$ cat src/rtl/seq_det_pkg.sv
// seq_det_pkg: shared FSM state type, default sizes and pattern-length clamp for the sequence detector.
package seq_det_pkg;
    typedef enum logic [1:0] {IDLE, RUN, DONE} state_t;
    localparam int DEF_MAX_LEN = 8;
    localparam int DEF_CNT_W = 8;
    function automatic int clamp_len(int len, int max_len);
        return (len < 1) ? 1 : ((len > max_len) ? max_len : len);
    endfunction
endpackage

$ cat src/rtl/seq_match_core.sv
// seq_match_core: history shift register, fill counter and masked pattern compare.
import seq_det_pkg::*;
module seq_match_core #(
    parameter int MAX_LEN = DEF_MAX_LEN,
    localparam int LW = $clog2(MAX_LEN + 1)
) (
    input  logic               clk,
    input  logic               reset,
    input  logic               shift_en,
    input  logic               bit_in,
    input  logic [LW-1:0]      len,
    input  logic [MAX_LEN-1:0] pattern,
    input  logic               overlap,
    input  logic               clr,
    output logic               match
);
    logic [MAX_LEN-1:0] hist, hist_next, mask;
    logic [LW-1:0] fill, fill_next;
    // match looks at the history as it will be after this bit, so the strobe lines up with the accepted bit
    always_comb begin
        hist_next = {hist[MAX_LEN-2:0], bit_in};
        fill_next = (fill == LW'(MAX_LEN)) ? fill : fill + 1'b1;
        mask = ~({MAX_LEN{1'b1}} << len);
        match = shift_en && (fill_next >= len) && (((hist_next ^ pattern) & mask) == '0);
    end
    always_ff @(posedge clk or negedge reset) begin
        if (!reset) begin
            hist <= '0;
            fill <= '0;
        end else if (clr) begin
            hist <= '0;
            fill <= '0;
        end else if (shift_en) begin
            hist <= hist_next;
            fill <= (match && !overlap) ? '0 : fill_next;
        end
    end
endmodule

$ cat src/rtl/seq_detect_ctrl.sv
// seq_detect_ctrl: framed, runtime-configured serial pattern detector over a window of valid bits.
import seq_det_pkg::*;
module seq_detect_ctrl #(
    parameter int MAX_LEN = DEF_MAX_LEN,
    parameter int CNT_W = DEF_CNT_W,
    localparam int LW = $clog2(MAX_LEN + 1)
) (
    input  logic               clk,
    input  logic               reset,
    input  logic               start,
    input  logic [MAX_LEN-1:0] cfg_pattern,
    input  logic [LW-1:0]      cfg_len,
    input  logic               cfg_overlap,
    input  logic [CNT_W-1:0]   cfg_window,
    input  logic               bit_valid,
    input  logic               bit_in,
    output logic               busy,
    output logic               done,
    output logic               match_pulse,
    output logic [CNT_W-1:0]   match_count,
    output logic [CNT_W-1:0]   first_idx,
    output logic               found
);
    state_t state, state_next;
    logic [MAX_LEN-1:0] pattern_q;
    logic [LW-1:0] len_q;
    logic overlap_q;
    logic [CNT_W-1:0] window_q, idx;
    logic launch, accept, last, match, busy_next, done_next;

    assign launch = (state == IDLE) && start;
    assign accept = (state == RUN) && bit_valid;
    assign last = (idx == window_q - 1'b1);

    seq_match_core #(.MAX_LEN(MAX_LEN)) u_core (
        .clk(clk),
        .reset(reset),
        .shift_en(accept),
        .bit_in(bit_in),
        .len(len_q),
        .pattern(pattern_q),
        .overlap(overlap_q),
        .clr(launch),
        .match(match)
    );

    always_ff @(posedge clk or negedge reset) begin
        if (!reset) state <= IDLE;
        else state <= state_next;
    end

    always_comb begin
        state_next = launch ? ((cfg_window == '0) ? DONE : RUN)
                   : (accept && last) ? DONE
                   : (state == DONE) ? IDLE
                   : state;
    end

    // outputs are registered from the next state so they track the FSM without an input-to-output path
    always_comb begin
        busy_next = (state_next != IDLE);
        done_next = (state_next == DONE);
    end

    always_ff @(posedge clk or negedge reset) begin
        if (!reset) begin
            busy <= 1'b0;
            done <= 1'b0;
            match_pulse <= 1'b0;
            match_count <= '0;
            first_idx <= '0;
            found <= 1'b0;
            pattern_q <= '0;
            len_q <= '0;
            overlap_q <= 1'b0;
            window_q <= '0;
            idx <= '0;
        end else begin
            busy <= busy_next;
            done <= done_next;
            match_pulse <= match;
            if (launch) begin
                pattern_q <= cfg_pattern;
                len_q <= LW'(clamp_len(int'(cfg_len), MAX_LEN));
                overlap_q <= cfg_overlap;
                window_q <= cfg_window;
                idx <= '0;
                match_count <= '0;
                first_idx <= '0;
                found <= 1'b0;
            end else if (accept) begin
                idx <= idx + 1'b1;
                if (match) begin
                    match_count <= (&match_count) ? match_count : match_count + 1'b1;
                    if (!found) begin
                        first_idx <= idx;
                        found <= 1'b1;
                    end
                end
            end
        end
    end
endmodule
$ cat config.mk
export PLATFORM = sky130hd
export DESIGN_NAME = seq_detect_ctrl
export DESIGN_NICKNAME = d
export VERILOG_FILES = /design/src/rtl/seq_det_pkg.sv /design/src/rtl/seq_match_core.sv /design/src/rtl/seq_detect_ctrl.sv
export SDC_FILE = /design/constraint.sdc
export NUM_CORES = 1
export LEC_CHECK = 0
export BUFFER_PORTS_ARGS = -buffer_cell sky130_fd_sc_hd__buf_2
export CORE_MARGIN = 2
export CORE_UTILIZATION = 57
export CTS_BUF_LIST = sky130_fd_sc_hd__clkbuf_16
export CTS_CLUSTER_SIZE = 40
export DETAILED_ROUTE_END_ITERATION = 8
export PLACE_DENSITY = 0.88
export REMOVE_ABC_BUFFERS = 1
export SYNTH_ARGS = -nofsm -noshare
export SYNTH_HDL_FRONTEND = slang
export SYNTH_HIERARCHICAL = 1
export SYNTH_SLANG_ARGS = --single-unit
$ cat constraint.sdc
create_clock -name clk -period 3.4 [get_ports clk]
set_input_delay 0.68 -clock clk [delete_from_list [all_inputs] [get_ports clk]]
set_output_delay 0.68 -clock clk [all_outputs]
set_load 0.02 [all_outputs]
==> results of run 1 <==
[power breakdown]
part           switching, W  internal, W
combinational      0.000710     0.000550
sequential         0.000313     0.000994
clock              0.000300     0.000474
[registers in the layout, summed over array words and instances (netlist names)]
| register | flops |
|---|---|
| pattern_q | 8 |
| overlap_q | 1 |
| u_core/fill | 4 |
| len_q | 4 |
| match_count | 8 |
| match_pulse | 1 |
| u_core/hist | 7 |
| idx | 8 |
| done | 1 |
| first_idx | 8 |
| busy | 1 |
| state | 2 |
| found | 1 |
| window_q | 8 |
[worst min-delay path, delay by kind of cell (launching register included)]
family           cells  cell delay (ns)
flip-flops           1             0.35
AND/OR/NAND/NOR      2             0.12
[per-layer routing]
metal	vias up	routed length, um	share of wire	global-route usage
li1	1302	-	-	-
met1	1307	3001	0.42	0.2905
met2	83	3666	0.51	0.4050
met3	14	296	0.042	0.05317
met4	0	157	0.022	0.1259
met5	-	0	0	0
[through the flow]
stage | setup TNS, ns | cells
final | 0 | 476
after global routing | 0 | 476
after CTS | 0 | 476
after detailed placement | -0.02343 | 460
after global placement | 0 | 460
after floorplan | 0 | 337
[placed cells by master, fill, tap and decap left out, types with 6 or more instances in the layout]
| cell | count |
|---|---|
| buf_2 | 45 |
| nand4_1 | 6 |
| ha_1 | 9 |
| o21ai_0 | 19 |
| mux2i_1 | 11 |
| nor3_1 | 10 |
| xnor2_1 | 15 |
| nor2_1 | 27 |
| inv_1 | 17 |
| clkbuf_16 | 9 |
| nand2b_1 | 6 |
| dfrtp_1 | 62 |
| nand2_1 | 78 |
| nand3_1 | 6 |
| buf_4 | 6 |
| a21oi_1 | 13 |
| xor2_1 | 12 |
[cell type report]
cell class                      instances  area [um2]
Multi-Input combinational cell        262        1612
Timing Repair Buffer                   51       270.3
Clock buffer                            9       225.2
Sequential cell                        62        1551
Tap cell                               72       90.09
Clock inverter                          7       27.53
Fill cell                             415        1682
Inverter                               13       48.80
[worst paths after layout]
path | slack [ns] | startpoint | cells past startpoint | end
max | 0.30 | u_core/fill[0]$_DFFE_PN0P_ | 13 | match_count[4]$_DFFE_PN0P_
max reg2reg | 0.30 | u_core/fill[0]$_DFFE_PN0P_ | 13 | match_count[4]$_DFFE_PN0P_
min reg2reg | 0.50 | window_q[7]$_DFFE_PN0P_ | 2 | window_q[7]$_DFFE_PN0P_
min in group asynchronous | 0.54 | reset | 1 | first_idx[4]$_DFFE_PN0P_
min | 0.50 | window_q[7]$_DFFE_PN0P_ | 2 | window_q[7]$_DFFE_PN0P_
max in group asynchronous | 2.07 | reset | 2 | u_core/hist[5]$_DFFE_PN0P_
[what timing repair did]
item / 4_1_cts / 5_1_grt
endpoints found under the hold margin: 0 / 0
gates resized for setup: 1 / 2
pin swaps: 0 / 2
endpoints found under the setup margin: 4 / 6
buffers inserted: 0 / 0
cloned: 0 / 0
[cell families (layout without fill, tap and decap cells)]
logic type / Yosys count / after routing / share of synthesized area
buffers and inverters: 27 / 80 / 0.03459
XOR/XNOR: 28 / 28 / 0.07763
AO/OA/AOI/OAI: 53 / 53 / 0.1018
adder cells (fa/ha/maj): 9 / 9 / 0.03459
AND/OR/NAND/NOR: 160 / 160 / 0.2375
flip-flops: 62 / 62 / 0.4766
multiplexers: 12 / 12 / 0.03728
==> impl_metrics.tcl, run 1 <==
set metrics [dict create \
    crit_chain "inv_1 -> ha_1 -> nand2_1 -> nor2_1 -> xnor2_1 -> ha_1 -> o21ai_0 -> a221o_1 -> nor4_4 -> nand4b_1 -> o21a_1 -> or3_1 -> a21oi_1" \
    cts-root-buf "clkbuf_16" \
    synth_cell_types 52 \
    layout_setup_ws_ns 0.3031 \
    p_total_w 0.003341 \
    post_synth.cell_area_avg_um2 9.275 \
    drt_pass1_iterations 5 \
    final_nets 434 \
    grt_pass1_vias 2699 \
    timing_hold_violations_final 0 \
    cap_violations 0 \
    drtIter0Drc 148 \
    via_count 2706 \
    path_clk_slew_ns 0.05 \
    yosys-top-cells-count "nand2_1, dfrtp_1, nor2_1, o21ai_0, xnor2_1" \
    wl_per_cell_um 14.96 \
    report.final.setup_viol 0 \
    hold_class "reg -> reg" \
    grt_max_degree 47 \
    cp_num_buf_inv 1 \
    cts_made_buffers 9 \
    h-tree-depth 3 \
    critPathTopFamily "simple AND/OR/NAND/NOR gates" \
    synth_top_area_share 0.4766 \
    slowest_delay_ns 0.41 \
    antenna_found_initial 0 \
    synthTopCellsByArea "dfrtp_1, nand2_1, xnor2_1" \
    fp.dieArea_um2 6332 \
    critical_path_class "reg -> reg" \
    ctsHoldBuffers 0 \
    netlist_instances 351 \
    cp.arrival_ns 3.34 \
    yosys_most_used_dff "dfrtp_1" \
    hold_ws_ns 0.5033 \
    io_pins 46 \
    ys_ff_latch 62 \
    cp-end-kind "flop" \
    critPathSlowestCell "dfrtp_1" \
    diodes 0 \
    track_usage 0.2415 \
    clk_latency_ns 0.32 \
    cts.sinks 62 \
    ys_seq_area_frac 0.4766 \
    clock_path_buffers 2 \
    synthArstFlopShare 1.000 \
    row_count 27 \
    fin_area_um2 3825 \
    post-route-min-period_ns 3.097 \
    syn_to_final_growth_pct 17.49 \
    finClkSkew_ns 0.005173 \
    worstMarginPinSlew_ns 1.017 \
    synth.most_common_cell "nand2_1" \
    port_buffers 45 \
    viasPerCell 5.685 \
    post-synth-top-area-cell "dfrtp_1" \
    cts_tree "done" \
    dieWidth_um 79.58 \
    dp_hpwl_um 4993 \
    ant_nets 0 \
    place_area_um2 3552 \
    grt_remaining_overflow 0 \
    drive_above_1_share 0.1782 \
    place.gp.congestion 0.8486 \
    max_slew_margin 0.3218 \
    ys_warn_count 6 \
    vdd_drop_max_v 0.0005481 \
    critPathRequiredTime_ns 3.64 \
    rsz0062_at_grt "false" \
    die_y_um 79.58 \
    synth_edf_count 0 \
    min_period_over_period 0.9109 \
    fmax_mhz 322.9 \
    cp_max_fo 4 \
    outcome "finished clean" \
    post-place-ws_ns -0.01777 \
    finalWirelength_um 7122 \
    drcViolationCount 0 \
    cp_common_cell "ha_1" \
    final_core_util 0.6946 \
    grt_pass1_wl_um 11780 \
    slew_viol_final 0 \
    startpoint_type "flop" \
    netlist_area_um2 3256 \
    core_region_area_um2 5507 \
    power.density_nw_per_um2 873.6 \
    start_util 0.5912 \
    leakage_nw 1.867 \
]
(Power assumes the default switching activity.)
==> inputs of run 2 (changes only) <==
CORE_ASPECT_RATIO = 1.5   (was unset)
CORE_UTILIZATION = 40   (was 57)
PLACE_DENSITY = 0.68   (was 0.88)
SYNTH_HIERARCHICAL = unset   (was 1)
==> impl_metrics.tcl, run 2 <==
set metrics [dict create \
    synth_edf_count 0 \
    place.gp.congestion 0.8077 \
    core_region_area_um2 7661 \
    ys_seq_area_frac 0.4897 \
    synth_cell_types 46 \
    report.final.setup_viol 0 \
    port_buffers 45 \
    drcViolationCount 0 \
    fp.dieArea_um2 8663 \
    ff2ff_setup_slack_ns 0.59 \
    netlist_instances 328 \
    max_slew_margin 0.3255 \
    whs_path_depth 2 \
    rr_worst_depth 11 \
    row_count 39 \
    rsz0062_at_grt "false" \
    grt_pass1_vias 2491 \
    synthTopCellsByArea "dfrtp_1, nand2_1, xnor2_1" \
    critPathRequiredTime_ns 3.65 \
    clk_latency_ns 0.32 \
    drt_pass1_iterations 4 \
    mostFrequentLayoutCells "nand2_1, dfrtp_1, buf_2" \
    cts_made_buffers 9 \
    slowest_delay_ns 0.50 \
    cp_common_cell "ha_1" \
    post-synth-top-area-cell "dfrtp_1" \
    hold_class "reg -> reg" \
    cts.sinks 62 \
    slew_viol_final 0 \
    yosys-top-cells-count "nand2_1, dfrtp_1, nor2_1, o21ai_0, xnor2_1" \
    ant_nets 0 \
    vdd_drop_max_v 0.0004423 \
    final_common_cell "nand2_1" \
    dieWidth_um 76.67 \
    antenna_found_initial 0 \
    cap_violations 0 \
    startpoint_type "flop" \
    h-tree-depth 3 \
    leakage_nw 1.785 \
    cts_tree "done" \
    fin_area_um2 3749 \
    ctsResizeCount 0 \
    diodes 0 \
    path_depth 11 \
    ys_warn_count 0 \
    via_count 2486 \
    cp_num_buf_inv 1 \
    critical_path_class "reg -> reg" \
    min_period_over_period 0.8268 \
    critPathTopFamily "simple AND/OR/NAND/NOR gates" \
    netlist_area_um2 3168 \
    finClkSkew_ns 0.005338 \
    grt_max_degree 48 \
    cp-end-kind "flop" \
    power.density_nw_per_um2 890.5 \
    crit_chain "inv_1 -> ha_1 -> nand3b_1 -> and2_1 -> ha_1 -> a211o_2 -> a31oi_1 -> a2111oi_4 -> nand2_2 -> or4_1 -> a21oi_1" \
    dp_cells 465 \
    synth.most_common_cell "nand2_1" \
    post-route-min-period_ns 2.811 \
    synth_top_area_share 0.4897 \
    clock_path_buffers 2 \
    path_clk_slew_ns 0.05 \
    die_y_um 113.0 \
    final_core_util 0.4893 \
    io_pins 46 \
    ctsHoldBuffers 0 \
    outcome "finished clean" \
    post_synth.cell_area_avg_um2 9.659 \
    stdcell_count 480 \
    fmax_mhz 355.7 \
    worstMarginPinSlew_ns 1.012 \
    dp_hpwl_um 4847 \
    start_util 0.4135 \
    wl_per_cell_um 14.29 \
    timing_hold_violations_final 0 \
    critPathSlowestCell "or4_1" \
    synthArstFlopShare 1.000 \
    ys_ff_latch 62 \
    syn_to_final_growth_pct 18.33 \
    cp.arrival_ns 3.06 \
    yosys_most_used_dff "dfrtp_1" \
    drtIter0Drc 160 \
    cts-root-buf "clkbuf_16" \
    grt_pass1_wl_um 11660 \
    grt_remaining_overflow 0 \
    tns_ns 0 \
    track_usage 0.1708 \
    cp_max_fo 9 \
    drive_above_1_share 0.1931 \
    post_cts.repair.setup_buffers 0 \
    final_nets 409 \
    place_area_um2 3493 \
    viasPerCell 5.179 \
    finalWirelength_um 6859 \
]
run 2: metal layers:
metal | track usage | routed length [um] | up-vias
met4 | 0.08000 | 106 | 0
li1 | - | - | 1226
met1 | 0.1978 | 2830 | 1190
met3 | 0.03190 | 258 | 10
met5 | 0 | 0 | -
met2 | 0.3029 | 3664 | 60
run 2: path summary, 6_finish.rpt:
| kind | from | endpoint |
|---|---|---|
| min | overlap_q$_DFFE_PN0P_ | overlap_q$_DFFE_PN0P_ |
| max reg2reg | u_core.fill[0]$_DFFE_PN0P_ | match_count[7]$_DFFE_PN0P_ |
| min reg2reg | overlap_q$_DFFE_PN0P_ | overlap_q$_DFFE_PN0P_ |
| max in group asynchronous | reset | first_idx[7]$_DFFE_PN0P_ |
| max | u_core.fill[0]$_DFFE_PN0P_ | match_count[7]$_DFFE_PN0P_ |
| min in group asynchronous | reset | window_q[7]$_DFFE_PN0P_ |
run 2: per-stage QoR:
stage	power [W]	setup WS, ns	hold WS (ns)
final	0.003338	0.5890	0.4848
after global routing	0.003581	0.3828	0.5213
after CTS	0.003374	0.5822	0.4887
after detailed placement	0.002561	0.5950	0.4750
after global placement	0.002516	0.6741	0.4604
after floorplan	0.002209	0.6729	0.3844
run 2: cells by family (layout without fill, tap and decap cells):
group / Yosys count / count (layout) / share of synthesized area
multiplexers: 11 / 11 / 0.03476
adder cells (fa/ha/maj): 9 / 9 / 0.03555
buffers and inverters: 22 / 72 / 0.02844
AO/OA/AOI/OAI: 51 / 51 / 0.1157
AND/OR/NAND/NOR: 142 / 142 / 0.2101
XOR/XNOR: 31 / 31 / 0.08570
flip-flops: 62 / 62 / 0.4897
run 2: final cells by class:
| cell class | instances | area [um2] |
|---|---|---|
| well taps | 102 | 127.6 |
| flip-flops and latches | 62 | 1551 |
| repair buffers | 49 | 255.2 |
| multi-input cells | 244 | 1529 |
| inverters | 8 | 30.03 |
| clock inverters | 6 | 30.03 |
| fillers | 747 | 3913 |
| clock buffers | 9 | 225.2 |
run 2: power by group:
group / internal (W) / leakage [nW] / total, W / switching (W)
clock: 0.000478 / 0.126 / 0.000789 / 0.000311
combinational: 0.000564 / 0.854 / 0.00127 / 0.000702
sequential: 0.000993 / 0.805 / 0.00128 / 0.000290
total: 0.00204 / 1.79 / 0.00334 / 0.00130
run 2: worst min-delay path, stage by stage (launching register included):
cell and delay [ns]:
dfrtp_1 0.34, nand2_1 0.05, nand2_1 0.06
